--- src/rtl/game_sequencer.sv ---
// Frogger-style game flow sequencer: spawn, play, death/win freeze holds,
// level and lives bookkeeping. All outputs are registered.
module game_sequencer #(
   parameter int LIVES      = 3,
   parameter int MAX_LEVEL  = 9,
   parameter int DEATH_HOLD = 60,
   parameter int WIN_HOLD   = 30
) (
   input  logic       clk,
   input  logic       reset_n,
   input  logic       frame_tick,
   input  logic       start,
   input  logic       death_collision,
   input  logic       win_collision,
   output logic       play_reset,
   output logic [3:0] current_level,
   output logic [1:0] lives,
   output logic [2:0] game_state,
   output logic       game_over
);

   localparam int HOLD_MAX = (DEATH_HOLD > WIN_HOLD) ? DEATH_HOLD : WIN_HOLD;
   localparam int HW       = $clog2(HOLD_MAX + 1);

   localparam logic [3:0]    MAX_LVL    = 4'(MAX_LEVEL);
   localparam logic [1:0]    LIVES_INIT = 2'(LIVES);
   localparam logic [HW-1:0] DH         = HW'(DEATH_HOLD);
   localparam logic [HW-1:0] WH         = HW'(WIN_HOLD);

   typedef enum logic [2:0] {
      IDLE      = 3'd0,
      SPAWN     = 3'd1,
      PLAY      = 3'd2,
      DYING     = 3'd3,
      WINNING   = 3'd4,
      GAME_OVER = 3'd5
   } state_e;

   state_e        state_q, state_d;
   logic [HW-1:0] hold_q, hold_d, hold_inc;
   logic [3:0]    level_q, level_d;
   logic [1:0]    lives_q, lives_d;
   logic          play_reset_q, play_reset_d;
   logic          game_over_q, game_over_d;

   assign hold_inc = hold_q + 1'b1;

   always_comb begin
      state_d = state_q;
      hold_d  = hold_q;
      level_d = level_q;
      lives_d = lives_q;
      case (state_q)
         IDLE: begin
            if (start) begin
               state_d = SPAWN;
               level_d = '0;
               lives_d = LIVES_INIT;
            end
         end
         SPAWN: state_d = PLAY;
         PLAY: begin
            // restart beats collisions; a simultaneous win/death counts as a win
            if (start) begin
               state_d = SPAWN;
               level_d = '0;
               lives_d = LIVES_INIT;
            end else if (win_collision) begin
               state_d = WINNING;
               hold_d  = '0;
               level_d = (level_q == MAX_LVL) ? 4'd0 : level_q + 4'd1;
            end else if (death_collision) begin
               state_d = DYING;
               hold_d  = '0;
               lives_d = (lives_q == 2'd0) ? 2'd0 : lives_q - 2'd1;
            end
         end
         DYING: begin
            if (frame_tick) begin
               if (hold_inc >= DH) begin
                  state_d = (lives_q == 2'd0) ? GAME_OVER : SPAWN;
                  hold_d  = '0;
               end else begin
                  hold_d = hold_inc;
               end
            end
         end
         WINNING: begin
            if (frame_tick) begin
               if (hold_inc >= WH) begin
                  state_d = SPAWN;
                  hold_d  = '0;
               end else begin
                  hold_d = hold_inc;
               end
            end
         end
         GAME_OVER: begin
            if (start) begin
               state_d = SPAWN;
               level_d = '0;
               lives_d = LIVES_INIT;
            end
         end
         default: begin
            state_d = IDLE;
            hold_d  = '0;
         end
      endcase
      play_reset_d = (state_d != PLAY);
      game_over_d  = (state_d == GAME_OVER);
   end

   always_ff @(posedge clk or negedge reset_n) begin
      if (!reset_n) begin
         state_q      <= IDLE;
         hold_q       <= '0;
         level_q      <= '0;
         lives_q      <= LIVES_INIT;
         play_reset_q <= 1'b1;
         game_over_q  <= 1'b0;
      end else begin
         state_q      <= state_d;
         hold_q       <= hold_d;
         level_q      <= level_d;
         lives_q      <= lives_d;
         play_reset_q <= play_reset_d;
         game_over_q  <= game_over_d;
      end
   end

   assign play_reset    = play_reset_q;
   assign current_level = level_q;
   assign lives         = lives_q;
   assign game_state    = state_q;
   assign game_over     = game_over_q;

endmodule

--- config.mk ---
export PLATFORM = sky130hd
export DESIGN_NAME = game_sequencer
export DESIGN_NICKNAME = d
export VERILOG_FILES = /design/src/rtl/game_sequencer.sv
export SDC_FILE = /design/constraint.sdc
export NUM_CORES = 1
export LEC_CHECK = 0
export BUFFER_PORTS_ARGS = -buffer_cell sky130_fd_sc_hd__buf_2
export CELL_PAD_IN_SITES_DETAIL_PLACEMENT = 2
export CELL_PAD_IN_SITES_GLOBAL_PLACEMENT = 2
export CORE_MARGIN = 2
export CORE_UTILIZATION = 31
export CTS_CLUSTER_DIAMETER = 200
export CTS_CLUSTER_SIZE = 25
export DETAILED_ROUTE_END_ITERATION = 10
export PLACE_DENSITY = 0.82
export SYNTH_ARGS = -nofsm -noshare
export SYNTH_HDL_FRONTEND = slang
export SYNTH_SLANG_ARGS = --single-unit
--- constraint.sdc ---
create_clock -name clk -period 1.75 [get_ports clk]
set_input_delay 0.0875 -clock clk [delete_from_list [all_inputs] [get_ports clk]]
set_output_delay 0.0875 -clock clk [all_outputs]
set_load 0.1 [all_outputs]
Word level (Yosys, flattened, before mapping)
Cells that the tools add are included.
Cells by class
  eq/ne operators: 16
  $add $sub $neg: 3
  $lt $le $gt $ge: 2
  bitwise gates (word level): 1
  reductions and logical operators: 8
  multiplexer cells: 29
Operator list (count)
  $mux W6: 7
  $mux W3: 9
  $pmux W6 S4: 1
  $mux W4: 4
  $pmux W3 S5: 1
  $ne A3 B3 Y1 const B: 4
  $mux W2: 5
  $eq A3 B3 Y1 const B: 3
  $pmux W4 S2: 1
  $add A6 B1 Y6 const B: 1
  $eq A3 B2 Y1 const B: 2
  $ge A6 B5 Y1 const B: 1
  $ge A6 B6 Y1 const B: 1
  $ne A2 B2 Y1 const B: 3
  $reduce_and A5 Y1: 1
  $add A4 B1 Y4 const B: 1
  $eq A4 B4 Y1 const B: 1
  $pmux W2 S2: 1
  $reduce_and A4 Y1: 1
  $eq A3 B1 Y1 const B: 1
  $logic_not A3 Y1: 1
  $ne A3 B2 Y1 const B: 1
  $reduce_and A3 Y1: 1
  $reduce_or A3 Y1: 1
  6 further kinds: 6
Word-level totals
  bits of input ports: 6
  register bits: 17
  logic and storage cells: 65

Longest topological paths before layout
  depth in word-level cells: 6
  depth in mapped cells: 7
  mapped depth without buffers: 6

Least setup slack after synthesis
No wires, ideal clock.
  path type: register to register
  from: reg state_q[2] (netlist: game_state[2])
  to: reg level_q[3] (netlist: current_level[3])
  stages on the path, launching flop included: 7
  data arrival time: 2137 ps
  required time: 1663 ps
  slack: -474 ps
  cell sequence: dfrtp_1 buf_6 xnor2_1 a21oi_1 o21ai_1 or4_1 o211ai_1
Between the ends
  longest elaborated chain between the ends: 4
RTL lines
  start: declaration: line 39  | state_e state_q, state_d;
  start signal: assignment: line 123  | state_q <= state_d;
  $eq A3 B3 Y1 / $logic_not A3 Y1 (equally long branches): line 53  | case (state_q)
  $reduce_or A2 Y1 (no source line)
  $ne A2 B1 Y1 (no source line) / $reduce_bool A2 Y1 (equally long branches)
  $reduce_and A3 Y1 (no source line)
  end signal: assignment: line 125  | level_q <= level_d;
  end: declaration: line 41  | logic [3:0] level_q, level_d;
Several ways; a longest one is shown, not always the timed one.
A chain may end at the register's enable or synchronous reset.

Worst setup path after layout
  from: reg hold_q[1]
  to: reg game_over_q (netlist: game_over)
Between the ends
  longest elaborated chain between the ends: 6
RTL lines
  start: declaration: line 40  | logic [HW-1:0] hold_q, hold_d, hold_inc;
  start signal: assignment: line 124  | hold_q <= hold_d;
  $add A6 B1 Y6 (*): line 46  | assign hold_inc = hold_q + 1'b1;
  $ge A6 B5 Y1 / $ge A6 B6 Y1 (equally long branches): line 90, 80
  $mux W3, on equally long branches: line 90, 80
  $mux W3, on equally long branches: line 89, 79
  $pmux W3 S5 (*): line 53
  $eq A3 B3 Y1 (*): line 111  | game_over_d = (state_d == GAME_OVER);
  via game_over_d: line 44  | logic game_over_q, game_over_d;
  end signal: assignment: line 128  | game_over_q <= game_over_d;
  end: declaration: line 44
The timed path passes the listed nets; every way through them passes the cells marked *.

==> results.txt <==
Status - finished with violations
Violated checks - negative setup slack
Period utilization - 107%
Commonest cells after routing, fill and taps aside - 27 x buf_4, 16 x buf_2, 14 x nand2_1
Seq/Total Area, Yosys - 38.1%
Global-route wire length before repair - 6.34 mm
Maximum clock frequency - 533 MHz
Crit-path max FO - 4
Root Driver - clkbuf_4
Maximum vdd drop - 0.742 mV
Detailed Route WL - 4.58 mm
Vias in the first global route - 1251
Clock-pin slew on the worst setup and hold paths - 0.12 ns
Mapped Avg Cell Area - 9.23 um^2
Die ar. - 4130 um^2
#FFs+latches synth - 17
DRT antenna net count - 0
Total gr overflow - 0
Synth async-reset ratio - 100%
Clk_lat worst skew - 0.31 ns
Crit. End Element - flip-flop
Worst hold-check path type - in -> reg
Number of max-cap violations - 0
CP Launch Point - hold_q[1]
Unrepaired setup endpoints after global routing - true
Ys Warns - 0
Final worst slack - -0.125 ns
Unique masters post-synth - 50
Reg2reg start - hold_q[1]
Core Region - 3420 um^2
Most common cell after layout, fill and taps aside - buf_4
CTS tree - built
Vias/cell - 5.69
Initial core utilization - 33.0%
Crit start category - flip-flop
Fin crit period - 1.88 ns
Share of cells above drive strength 1 - 51.2%
Final HPWL DP - 2.78 mm
H-tree levels - 1
Row Count - 21
Slew HR - 67.6%
Drc violations - 0
DR vias - 1229
Worst Skew - 0.0120 ns
Endpoints failing setup - 7
IO Port Bufs - 16
DR pass1 iterations - 4
Drt wl/cell - 21.2 um
Hold wc startpoint - frame_tick
Power density cells - 1980 nW/um^2
Clk buf depth - 2
GPL Wtd Cong - 0.825
Horiz. Die Dim - 64.3 um
Number of synthesized flops with an enable pin - 0
Largest net degree at the start of global routing - 18
Initial antenna violation count - 0
Initial DRC count - 91
Main synth FF type - dfrtp_1
Antenna diodes - 0
Post-Syn Area - 1130 um^2
Final #Nets - 180
I/O pin count - 17
Critical path data required time - 1.99 ns
Leakage - 0.000690 uW
CTS Buf Count - 3
Final Hold Vio Count - 0
Worst Tran Pin Value - 0.489 ns
Mapped Nets - 131
# clock sinks - 17
Layout Area Growth over Synthesis - 44.7%
Arr. time, crit path - 2.12 ns
Post-layout util - 47.7%
Final slew viol count - 0
Pre-CTS WS - -0.116 ns
Die Y-Extent - 64.3 um
Cells after Synth - 122
CP Class - reg -> reg
GRT Total Usage - 20.2%
-- timing repair --
item,CTS,global route
setup buffers,4,10
hold buffers,1,0
endpoints found under the setup margin,9,13
pin swaps,4,5
hold endpoints to repair,14,0
gates resized for setup,11,18
-- stage by stage --
stage / TNS, ns / hold WS, ns / instance area (um^2) / cells / power [uW]
floorplan: -0.251 / -0.208 / 1140 / 122 / 2060
global placement: 0 / 0.0398 / 1370 / 197 / 2440
detailed placement: -0.560 / 0.0458 / 1370 / 197 / 2540
CTS: -0.202 / 0.120 / 1480 / 206 / 2860
global route: -1.02 / 0.103 / 1630 / 216 / 3390
finish: -0.471 / 0.103 / 1630 / 216 / 3230
-- per-layer routing --
metal	part of all wire (%)	wire, um	global-route usage (%)
met1	43	1970	24.8
met2	50	2290	35.9
met3	2.3	106	3.35
met4	4.6	209	5.85
met5	0	0	0
-- worst max-delay path, stage by stage (launching register included) --
cell and delay [ns]:
dfrtp_2 0.47, buf_4 0.16, and3b_1 0.20, o21ai_4 0.19, a211oi_2 0.12, or4_4 0.51, a32oi_2 0.17
-- worst paths after layout --
path / end / slack [ns] / cells past startpoint
worst max-delay path: game_over / -0.13 / 6
worst min-delay path: game_state[1] / 0.10 / 2
worst max register to register: game_over / -0.13 / 6
worst min register to register: lives[1] / 0.54 / 2
max in group asynchronous: lives[0] / 1.20 / 2
min in group asynchronous: current_level[1] / 0.21 / 2
-- cell type report --
type / instances / area [um^2]
clock buffer: 4 / 26.3
fill: 369 / 1790
inverter: 7 / 26.3
multi-input combinational: 94 / 744
sequential: 17 / 447
tap: 46 / 57.6
timing repair buffer: 48 / 328
-- flip-flops by register name, indices dropped and copies added (netlist names) --
register,count
hold_q,6
current_level,4
game_state,3
lives,2
game_over,1
play_reset,1
-- Yosys cell counts, drive strengths merged (2+ instances only) --
cell | count | share of area, %
buf | 4 | 3.3
inv | 7 | 2.3
nor3 | 3 | 1.3
a21boi | 2 | 1.3
a21o | 2 | 1.3
o211ai | 2 | 1.3
or4 | 2 | 1.7
ha | 3 | 3.3
a2111oi | 2 | 1.6
a21oi | 7 | 3.8
o21ai | 12 | 5.7
nand2 | 14 | 4.7
a32oi | 2 | 2.9
dfrtp | 14 | 31
dfstp | 3 | 7.0
or3 | 2 | 1.6
nand2b | 3 | 1.7
nand3b | 3 | 2.0
nand3 | 7 | 3.1
a22o | 3 | 2.3
nor2 | 4 | 1.3
-- logic make-up (layout without fill, tap and decap cells) --
logic type	after synthesis	after routing	share of synthesized area, %
AND/OR/NAND/NOR	47	47	23.2
AO/OA/AOI/OAI	41	41	27.1
multiplexers	1	1	1.00
XOR/XNOR	2	2	1.56
flip-flops	17	17	38.1
adder cells (fa/ha/maj)	3	3	3.33
buffers and inverters	11	59	5.67
-- report_power, final --
part           switching [uW]  internal [uW]  leakage, uW
combinational            1520            736     0.000466
sequential                174            565     0.000209
clock                     148           89.1    0.0000150
total                    1840           1390     0.000690
Note: power is estimated with default switching activity, not from simulation.
